`src/rtl/wishbone_to_avalon_bridge_pkg.sv`:
```
// Package: wb_avmm_bridge_pkg
// Shared definitions for the Wishbone classic -> Avalon-MM bridge.
//   state_t        : bridge FSM states (ERR is only reachable when the
//                    WB_AVMM_TIMEOUT_EN macro is defined)
//   tmo_cnt_width  : width of a counter that can hold 0..cycles
package wb_avmm_bridge_pkg;

  typedef enum logic [2:0] {
    IDLE   = 3'd0,
    CMD    = 3'd1,
    RDWAIT = 3'd2,
    ACK    = 3'd3,
    ERR    = 3'd4
  } state_t;

  function automatic int tmo_cnt_width(input int cycles);
    return $clog2(cycles + 1);
  endfunction

endpackage

```
`src/rtl/wishbone_to_avalon_bridge_if.sv`:
```
// Bus interfaces used by the Wishbone -> Avalon-MM bridge.
//   wb_if   : Wishbone classic bus. slave modport = bridge side,
//             master modport = CPU/DMA side.
//             adr_i/dat_i/we_i/sel_i/stb_i/cyc_i toward the slave,
//             dat_o/ack_o/err_o back to the master.
//   avmm_if : Avalon-MM pipelined bus. master modport = bridge side,
//             slave modport = interconnect/peripheral side.
//             address/read/write/writedata/byteenable toward the slave,
//             readdata/waitrequest/readdatavalid back to the master.
interface wb_if #(
  parameter int BUS_WIDTH  = 5,
  parameter int DATA_WIDTH = 32,
  parameter int BE_WIDTH   = 4
);
  logic [BUS_WIDTH-1:0]  adr_i;
  logic [DATA_WIDTH-1:0] dat_i;
  logic [DATA_WIDTH-1:0] dat_o;
  logic                  we_i;
  logic [BE_WIDTH-1:0]   sel_i;
  logic                  stb_i;
  logic                  cyc_i;
  logic                  ack_o;
  logic                  err_o;

  modport slave  (input  adr_i, dat_i, we_i, sel_i, stb_i, cyc_i,
                  output dat_o, ack_o, err_o);
  modport master (output adr_i, dat_i, we_i, sel_i, stb_i, cyc_i,
                  input  dat_o, ack_o, err_o);
endinterface

interface avmm_if #(
  parameter int BUS_WIDTH  = 5,
  parameter int DATA_WIDTH = 32,
  parameter int BE_WIDTH   = 4
);
  logic [BUS_WIDTH-1:0]  avmm_address;
  logic                  avmm_read;
  logic                  avmm_write;
  logic [DATA_WIDTH-1:0] avmm_writedata;
  logic [BE_WIDTH-1:0]   avmm_byteenable;
  logic [DATA_WIDTH-1:0] avmm_readdata;
  logic                  avmm_waitrequest;
  logic                  avmm_readdatavalid;

  modport master (output avmm_address, avmm_read, avmm_write, avmm_writedata,
                         avmm_byteenable,
                  input  avmm_readdata, avmm_waitrequest, avmm_readdatavalid);
  modport slave  (input  avmm_address, avmm_read, avmm_write, avmm_writedata,
                         avmm_byteenable,
                  output avmm_readdata, avmm_waitrequest, avmm_readdatavalid);
endinterface

```
`src/rtl/wishbone_to_avalon_bridge_watchdog.sv`:
```
// Module: wb_avmm_watchdog
// Transfer watchdog for the Wishbone -> Avalon-MM bridge. Only compiled
// when WB_AVMM_TIMEOUT_EN is defined (the bridge instantiates it only then).
//   clk_i, rst_i : clock, asynchronous active-high reset
//   clear        : forces the count back to zero
//   en           : counts one per cycle while high
//   expired      : high during the cycle in which the TIMEOUT_CYCLES-th
//                  enabled cycle completes (only while en is high)
`ifdef WB_AVMM_TIMEOUT_EN
module wb_avmm_watchdog
  import wb_avmm_bridge_pkg::*;
#(
  parameter int TIMEOUT_CYCLES = 256
) (
  input  logic clk_i,
  input  logic rst_i,
  input  logic clear,
  input  logic en,
  output logic expired
);

  localparam int CNT_W = tmo_cnt_width(TIMEOUT_CYCLES);

  logic [CNT_W-1:0] count;

  assign expired = en && (count == CNT_W'(TIMEOUT_CYCLES - 1));

  always_ff @(posedge clk_i or posedge rst_i) begin
    if (rst_i) begin
      count <= '0;
    end else if (clear) begin
      count <= '0;
    end else if (en && !expired) begin
      count <= count + 1'b1;
    end
  end

endmodule
`endif

```
`src/rtl/wishbone_to_avalon_bridge.sv`:
```
// Module: wishbone_to_avalon_bridge
// Wishbone classic slave -> Avalon-MM pipelined master bridge, one
// outstanding transfer. All Avalon command outputs are registered and held
// stable while avmm_waitrequest is high; read data is qualified by
// avmm_readdatavalid.
//   clk_i, rst_i : clock, asynchronous active-high reset
//   wb           : wb_if.slave   (adr_i, dat_i, we_i, sel_i, stb_i, cyc_i
//                                 in; dat_o, ack_o, err_o out)
//   avmm         : avmm_if.master (address/read/write/writedata/byteenable
//                                 out; readdata/waitrequest/readdatavalid in)
// Optional feature macro: WB_AVMM_TIMEOUT_EN -- adds a watchdog that aborts
// a stalled transfer after TIMEOUT_CYCLES with a one-cycle err_o pulse.
// Without it err_o is constant 0 and the bridge waits indefinitely.
module wishbone_to_avalon_bridge
  import wb_avmm_bridge_pkg::*;
#(
  parameter int BUS_WIDTH      = 5,
  parameter int DATA_WIDTH     = 32,
  parameter int BE_WIDTH       = 4,
  parameter int TIMEOUT_CYCLES = 256
) (
  input  logic    clk_i,
  input  logic    rst_i,
  wb_if.slave     wb,
  avmm_if.master  avmm
);

  if (BE_WIDTH * 8 != DATA_WIDTH) begin : g_bad_be_width
    $error("BE_WIDTH must equal DATA_WIDTH/8");
  end
  if (TIMEOUT_CYCLES < 2) begin : g_bad_timeout
    $error("TIMEOUT_CYCLES must be at least 2");
  end

  state_t state, state_nxt;

  logic [BUS_WIDTH-1:0]  adr_q,   adr_nxt;
  logic [DATA_WIDTH-1:0] wdata_q, wdata_nxt;
  logic [BE_WIDTH-1:0]   be_q,    be_nxt;
  logic                  rd_q,    rd_nxt;
  logic                  wr_q,    wr_nxt;
  logic [DATA_WIDTH-1:0] dat_q,   dat_nxt;
  logic                  ack_q,   ack_nxt;
  // guard: the cycle after a response is issued, a still-high stb_i belongs
  // to the finished transfer and must not start a new one.
  logic                  guard_q, guard_nxt;
  // aborted: the master dropped cyc_i mid-transfer; the Avalon side still
  // completes (there is no Avalon abort) but no response is returned.
  logic                  abort_q, abort_nxt;

`ifdef WB_AVMM_TIMEOUT_EN
  logic err_q, err_nxt;
  logic wd_expired;

  wb_avmm_watchdog #(
    .TIMEOUT_CYCLES(TIMEOUT_CYCLES)
  ) u_watchdog (
    .clk_i   (clk_i),
    .rst_i   (rst_i),
    .clear   (state == IDLE),
    .en      ((state == CMD) || (state == RDWAIT)),
    .expired (wd_expired)
  );
`endif

  always_ff @(posedge clk_i or posedge rst_i) begin
    if (rst_i) begin
      state <= IDLE;
    end else begin
      state <= state_nxt;
    end
  end

  always_comb begin
    state_nxt = state;
    adr_nxt   = adr_q;
    wdata_nxt = wdata_q;
    be_nxt    = be_q;
    rd_nxt    = rd_q;
    wr_nxt    = wr_q;
    dat_nxt   = dat_q;
    ack_nxt   = 1'b0;
    guard_nxt = 1'b0;
    abort_nxt = abort_q;
`ifdef WB_AVMM_TIMEOUT_EN
    err_nxt   = 1'b0;
`endif
    case (state)
      IDLE: begin
        abort_nxt = 1'b0;
        if (wb.cyc_i && wb.stb_i && !guard_q) begin
          adr_nxt   = wb.adr_i;
          wdata_nxt = wb.dat_i;
          be_nxt    = wb.sel_i;
          rd_nxt    = !wb.we_i;
          wr_nxt    = wb.we_i;
          state_nxt = CMD;
        end
      end
      CMD: begin
        if (!wb.cyc_i) abort_nxt = 1'b1;
        // readdatavalid is deliberately not looked at until the command
        // has been accepted.
        if (!avmm.avmm_waitrequest) begin
          rd_nxt    = 1'b0;
          wr_nxt    = 1'b0;
          state_nxt = wr_q ? ACK : RDWAIT;
        end
`ifdef WB_AVMM_TIMEOUT_EN
        else if (wd_expired) begin
          rd_nxt    = 1'b0;
          wr_nxt    = 1'b0;
          state_nxt = ERR;
        end
`endif
      end
      RDWAIT: begin
        if (!wb.cyc_i) abort_nxt = 1'b1;
        if (avmm.avmm_readdatavalid) begin
          dat_nxt   = avmm.avmm_readdata;
          state_nxt = ACK;
        end
`ifdef WB_AVMM_TIMEOUT_EN
        else if (wd_expired) begin
          state_nxt = ERR;
        end
`endif
      end
      ACK: begin
        ack_nxt   = wb.cyc_i && !abort_q;
        guard_nxt = 1'b1;
        state_nxt = IDLE;
      end
      ERR: begin
`ifdef WB_AVMM_TIMEOUT_EN
        err_nxt   = wb.cyc_i && !abort_q;
        guard_nxt = 1'b1;
`endif
        state_nxt = IDLE;
      end
      default: state_nxt = IDLE;
    endcase
  end

  always_ff @(posedge clk_i or posedge rst_i) begin
    if (rst_i) begin
      adr_q   <= '0;
      wdata_q <= '0;
      be_q    <= '0;
      rd_q    <= 1'b0;
      wr_q    <= 1'b0;
      dat_q   <= '0;
      ack_q   <= 1'b0;
      guard_q <= 1'b0;
      abort_q <= 1'b0;
    end else begin
      adr_q   <= adr_nxt;
      wdata_q <= wdata_nxt;
      be_q    <= be_nxt;
      rd_q    <= rd_nxt;
      wr_q    <= wr_nxt;
      dat_q   <= dat_nxt;
      ack_q   <= ack_nxt;
      guard_q <= guard_nxt;
      abort_q <= abort_nxt;
    end
  end

`ifdef WB_AVMM_TIMEOUT_EN
  always_ff @(posedge clk_i or posedge rst_i) begin
    if (rst_i) begin
      err_q <= 1'b0;
    end else begin
      err_q <= err_nxt;
    end
  end
  assign wb.err_o = err_q;
`else
  assign wb.err_o = 1'b0;
`endif

  assign wb.dat_o              = dat_q;
  assign wb.ack_o              = ack_q;
  assign avmm.avmm_address     = adr_q;
  assign avmm.avmm_read        = rd_q;
  assign avmm.avmm_write       = wr_q;
  assign avmm.avmm_writedata   = wdata_q;
  assign avmm.avmm_byteenable  = be_q;

endmodule

```
`src/flat_wrapper.sv`:
```
// flat-port wrapper written by rule: the top's interface ports become plain ports
module wishbone_to_avalon_bridge_flat import wb_avmm_bridge_pkg::*;
#(
  parameter int BUS_WIDTH      = 5,
  parameter int DATA_WIDTH     = 32,
  parameter int BE_WIDTH       = 4,
  parameter int TIMEOUT_CYCLES = 256
)
  (clk_i, rst_i, wb_adr_i, wb_dat_i, wb_we_i, wb_sel_i, wb_stb_i, wb_cyc_i, wb_dat_o, wb_ack_o, wb_err_o, avmm_avmm_address, avmm_avmm_read, avmm_avmm_write, avmm_avmm_writedata, avmm_avmm_byteenable, avmm_avmm_readdata, avmm_avmm_waitrequest, avmm_avmm_readdatavalid);
  wb_if #(.BUS_WIDTH(BUS_WIDTH), .DATA_WIDTH(DATA_WIDTH), .BE_WIDTH(BE_WIDTH)) wb_i ();
  avmm_if #(.BUS_WIDTH(BUS_WIDTH), .DATA_WIDTH(DATA_WIDTH), .BE_WIDTH(BE_WIDTH)) avmm_i ();
  input  logic clk_i;
  input  logic rst_i;
  input wire logic [$bits(wb_i.adr_i)-1:0] wb_adr_i;
  input wire logic [$bits(wb_i.dat_i)-1:0] wb_dat_i;
  input wire logic [$bits(wb_i.we_i)-1:0] wb_we_i;
  input wire logic [$bits(wb_i.sel_i)-1:0] wb_sel_i;
  input wire logic [$bits(wb_i.stb_i)-1:0] wb_stb_i;
  input wire logic [$bits(wb_i.cyc_i)-1:0] wb_cyc_i;
  output wire logic [$bits(wb_i.dat_o)-1:0] wb_dat_o;
  output wire logic [$bits(wb_i.ack_o)-1:0] wb_ack_o;
  output wire logic [$bits(wb_i.err_o)-1:0] wb_err_o;
  output wire logic [$bits(avmm_i.avmm_address)-1:0] avmm_avmm_address;
  output wire logic [$bits(avmm_i.avmm_read)-1:0] avmm_avmm_read;
  output wire logic [$bits(avmm_i.avmm_write)-1:0] avmm_avmm_write;
  output wire logic [$bits(avmm_i.avmm_writedata)-1:0] avmm_avmm_writedata;
  output wire logic [$bits(avmm_i.avmm_byteenable)-1:0] avmm_avmm_byteenable;
  input wire logic [$bits(avmm_i.avmm_readdata)-1:0] avmm_avmm_readdata;
  input wire logic [$bits(avmm_i.avmm_waitrequest)-1:0] avmm_avmm_waitrequest;
  input wire logic [$bits(avmm_i.avmm_readdatavalid)-1:0] avmm_avmm_readdatavalid;
  assign wb_i.adr_i = wb_adr_i;
  assign wb_i.dat_i = wb_dat_i;
  assign wb_i.we_i = wb_we_i;
  assign wb_i.sel_i = wb_sel_i;
  assign wb_i.stb_i = wb_stb_i;
  assign wb_i.cyc_i = wb_cyc_i;
  assign wb_dat_o = wb_i.dat_o;
  assign wb_ack_o = wb_i.ack_o;
  assign wb_err_o = wb_i.err_o;
  assign avmm_avmm_address = avmm_i.avmm_address;
  assign avmm_avmm_read = avmm_i.avmm_read;
  assign avmm_avmm_write = avmm_i.avmm_write;
  assign avmm_avmm_writedata = avmm_i.avmm_writedata;
  assign avmm_avmm_byteenable = avmm_i.avmm_byteenable;
  assign avmm_i.avmm_readdata = avmm_avmm_readdata;
  assign avmm_i.avmm_waitrequest = avmm_avmm_waitrequest;
  assign avmm_i.avmm_readdatavalid = avmm_avmm_readdatavalid;
  wishbone_to_avalon_bridge #(.BUS_WIDTH(BUS_WIDTH), .DATA_WIDTH(DATA_WIDTH), .BE_WIDTH(BE_WIDTH), .TIMEOUT_CYCLES(TIMEOUT_CYCLES)) u_core (.clk_i(clk_i), .rst_i(rst_i), .wb(wb_i), .avmm(avmm_i));
endmodule
```
`config.mk`:
```
export PLATFORM = sky130hd
export DESIGN_NAME = wishbone_to_avalon_bridge_flat
export DESIGN_NICKNAME = d
export VERILOG_FILES = /design/src/rtl/wishbone_to_avalon_bridge_pkg.sv /design/src/rtl/wishbone_to_avalon_bridge_if.sv /design/src/rtl/wishbone_to_avalon_bridge_watchdog.sv /design/src/rtl/wishbone_to_avalon_bridge.sv /design/src/flat_wrapper.sv
export SDC_FILE = /design/constraint.sdc
export NUM_CORES = 1
export LEC_CHECK = 0
export CORE_ASPECT_RATIO = 1.2
export CORE_MARGIN = 4
export CORE_UTILIZATION = 40
export DETAILED_ROUTE_END_ITERATION = 7
export PLACE_DENSITY_LB_ADDON = 0.2
export SLEW_MARGIN = 20
export SYNTH_ARGS = -nofsm -noshare
export SYNTH_HDL_FRONTEND = slang
export SYNTH_SLANG_ARGS = --single-unit
```
`constraint.sdc`:
```
create_clock -name clk_i -period 3.3 [get_ports clk_i]
set_clock_uncertainty 0.05 [all_clocks]
set_input_delay 0.495 -clock clk_i [delete_from_list [all_inputs] [get_ports clk_i]]
set_output_delay 0.495 -clock clk_i [all_outputs]
set_load 0.05 [all_outputs]
```
==> impl_metrics.toml <==
[job]
drv_cap = 0

[timing]
finalMaxSlewViolations = 0
finalSetupTns_ns = 0
worstMarginPinSlew_ns = 0.799
fmax_ghz = 0.473
finalCriticalPeriod_ns = 2.11
holdWs_ns = 0.458
post-route-period-util = 0.640
setup_violations = 0
max_slew_margin = 0.467
hold_viol = 0
rsz0062_at_grt = "false"

[power]
power.density_mw_per_mm2 = 1250
p_leak_nw = 2.18
ir_drop_v = 0.000690

[worst_setup_path]
slowest_stage = "clkdlybuf4s50_1"
cp_cell_sequence = "clkdlybuf4s50_1"
crit_type = "reg -> out"
required_ns = 2.75
rr_startpoint = "u_core.state[0]"
cp.arrival_ns = 1.57
critPathMaxStageDelay_ns = 0.83
path_max_fanout = 4
critPathLaunchType = "flip-flop"
cp_num_buf_inv = 1
crit_start = "u_core.avmm.avmm_write"
worstSetupEndpointType = "output pin"
critPathTopFamily = "buffers and inverters"

[synthesis]
synth_edf_count = 0
ys_ff_latch = 80
synth_cell_types = 22
avgSynthCellArea_um2 = 16.5
ys_async_sr_fraction = 1.00
syn_nets = 273
post-synth-top-count-cell = "dfrtp_1"
synth_area_leaders = "dfrtp_1, mux2_2, ha_1"
synthCells = 189
synth_area_leader_cell = "dfrtp_1"
syn_area_mm2 = 0.00311
ys.flop_type = "dfrtp_1"
ys_seq_area_frac = 0.643
synth_top_cell_area_share = 0.643
synth_warnings = 0
synthTopCellsByCount = "dfrtp_1, mux2_2, inv_1"

[clock_tree]
clk_pin_slew_worst_paths_ns = 0.07
cts_buffers = 9
cts_max_level = 3
postCtsSetupRepairBufs = 0
clkSinkCount = 80
clock_path_buffers = 2
hold_buffers = 0
clkLatencyLatePin_ns = 0.34
cts_tree = "built"
ctsResizeCount = 0
cts_root_buf = "clkbuf_8"

[finish]
syn_to_final_growth_pct = 61.7
final_layout_size_suffix_gt1_frac = 0.278
final-instance-count-excl-fill = 448
diodes = 0
register_area_mm2 = 0.00200
fin_nets = 435
multi_input_area_mm2 = 0.00102
fillers = 585

[routing]
routed_via_density = 4.78
wl_per_cell_um = 16.7
drt_iter0_drc = 54
vias = 2143
ant_nets = 0
drtPass1Iterations = 4
drc = 0
routed_wirelength_um = 7480

[global_routing]
grt_pass1_wl_um = 11700
grt_pass1_vias = 2290
track_usage = 0.166
gr-usage-met1 = 0.197
busiest_layer = "met2"
grt_max_degree = 47
grt_overflow = 0
grt_use_met3 = 0.0591
gr-usage-met2 = 0.274
antenna_found_initial = 0

[floorplan]
initial_utilization = 0.409
die_w_um = 88.6
num_rows = 35
core_mm2 = 0.00762
fp.dieArea_mm2 = 0.00927
die_h_um = 105
ios = 157

[place]
dp.cells = 432
gp_congestion = 0.705
hpwlAfterDp_um = 5660
place.port_buffers = 155

[status]
status = "completed"

[min_path]
hp-start = "u_core.avmm.avmm_address[4]"
hold_class = "reg -> reg"
[through the flow]
stage | utilization | total power, mW | setup slack [ns] | cell area [µm²]
global placement | 0.623 | 5.28 | 1.14 | 4740
global route | 0.661 | 6.61 | 1.12 | 5040
floorplan | - | 4.11 | 0.703 | 3110
finish | 0.661 | 6.31 | 1.19 | 5040
detailed placement | 0.623 | 5.36 | 1.10 | 4740
CTS | 0.661 | 6.39 | 1.15 | 5040
[per-layer routing]
metal	vias to the layer above	share of wire	routed length (µm)
li1	991	-	-
met1	1039	0.39	2920
met2	107	0.50	3720
met3	6	0.10	747
met4	0	0.012	90
met5	-	0	0
[cell usage in the layout, fill, tap and decap left out]
master and count:
o21ai_0 2, and3_2 1, clkdlybuf4s50_1 155, buf_4 4
nand4b_4 1, nand3b_1 1, dfrtp_1 80, nand2_1 1
a22o_2 1, mux2i_1 1, conb_1 1, inv_1 5
a211oi_1 1, a221o_1 1, bufinv_16 5, clkinv_2 1
mux2_2 75, clkinv_4 2, o2bb2ai_1 1, nor3_1 1
nor2_1 1, ha_1 4, nor2b_1 1, a222oi_1 1
clkbuf_8 9
[layout make-up]
class                   count  share of cell area
flip-flops and latches     80               0.398
clock inverters             7              0.0333
well taps                  92              0.0229
clock buffers               9              0.0246
inverters                   6             0.00472
repair buffers            159               0.314
multi-input cells          95               0.203
[worst paths after layout]
kind / depth (start not counted) / slack (ns) / endpoint
max in group asynchronous: 3 / 1.91 / u_core.wb.dat_o[29]
worst min register to register: 1 / 0.46 / u_core.avmm.avmm_address[4]
worst max register to register: 5 / 1.34 / u_core.avmm.avmm_writedata[30]
worst max-delay path: 1 / 1.19 / avmm_avmm_write
worst min-delay path: 1 / 0.46 / u_core.avmm.avmm_address[4]
min in group asynchronous: 2 / 0.55 / u_core.wb.dat_o[3]
[cells by family (layout without fill, tap and decap cells)]
group	Yosys count	after routing	synth area share
compound gates	7	7	0.0181
fa+ha+maj	4	4	0.0161
buf+inv	14	181	0.0289
flops	80	80	0.643
mux	76	76	0.274
other cells	1	1	0.00120
simple gates	7	7	0.0185
[registers in the layout, summed over array words and instances (netlist names)]
register / flops
u_core.avmm.avmm_writedata: 32
u_core.wb.ack_o: 1
u_core.guard_q: 1
u_core.avmm.avmm_write: 1
u_core.state: 2
u_core.abort_q: 1
u_core.avmm.avmm_read: 1
u_core.wb.dat_o: 32
u_core.avmm.avmm_byteenable: 4
u_core.avmm.avmm_address: 5
[power breakdown]
part           internal [mW]  switching, mW  leakage (nW)  total (mW)
sequential              1.48          0.247         0.957        1.72
clock                  0.658          0.361         0.144        1.02
combinational           1.36           2.21          1.07        3.57
No activity file was read; power rests on OpenSTA's default activity.
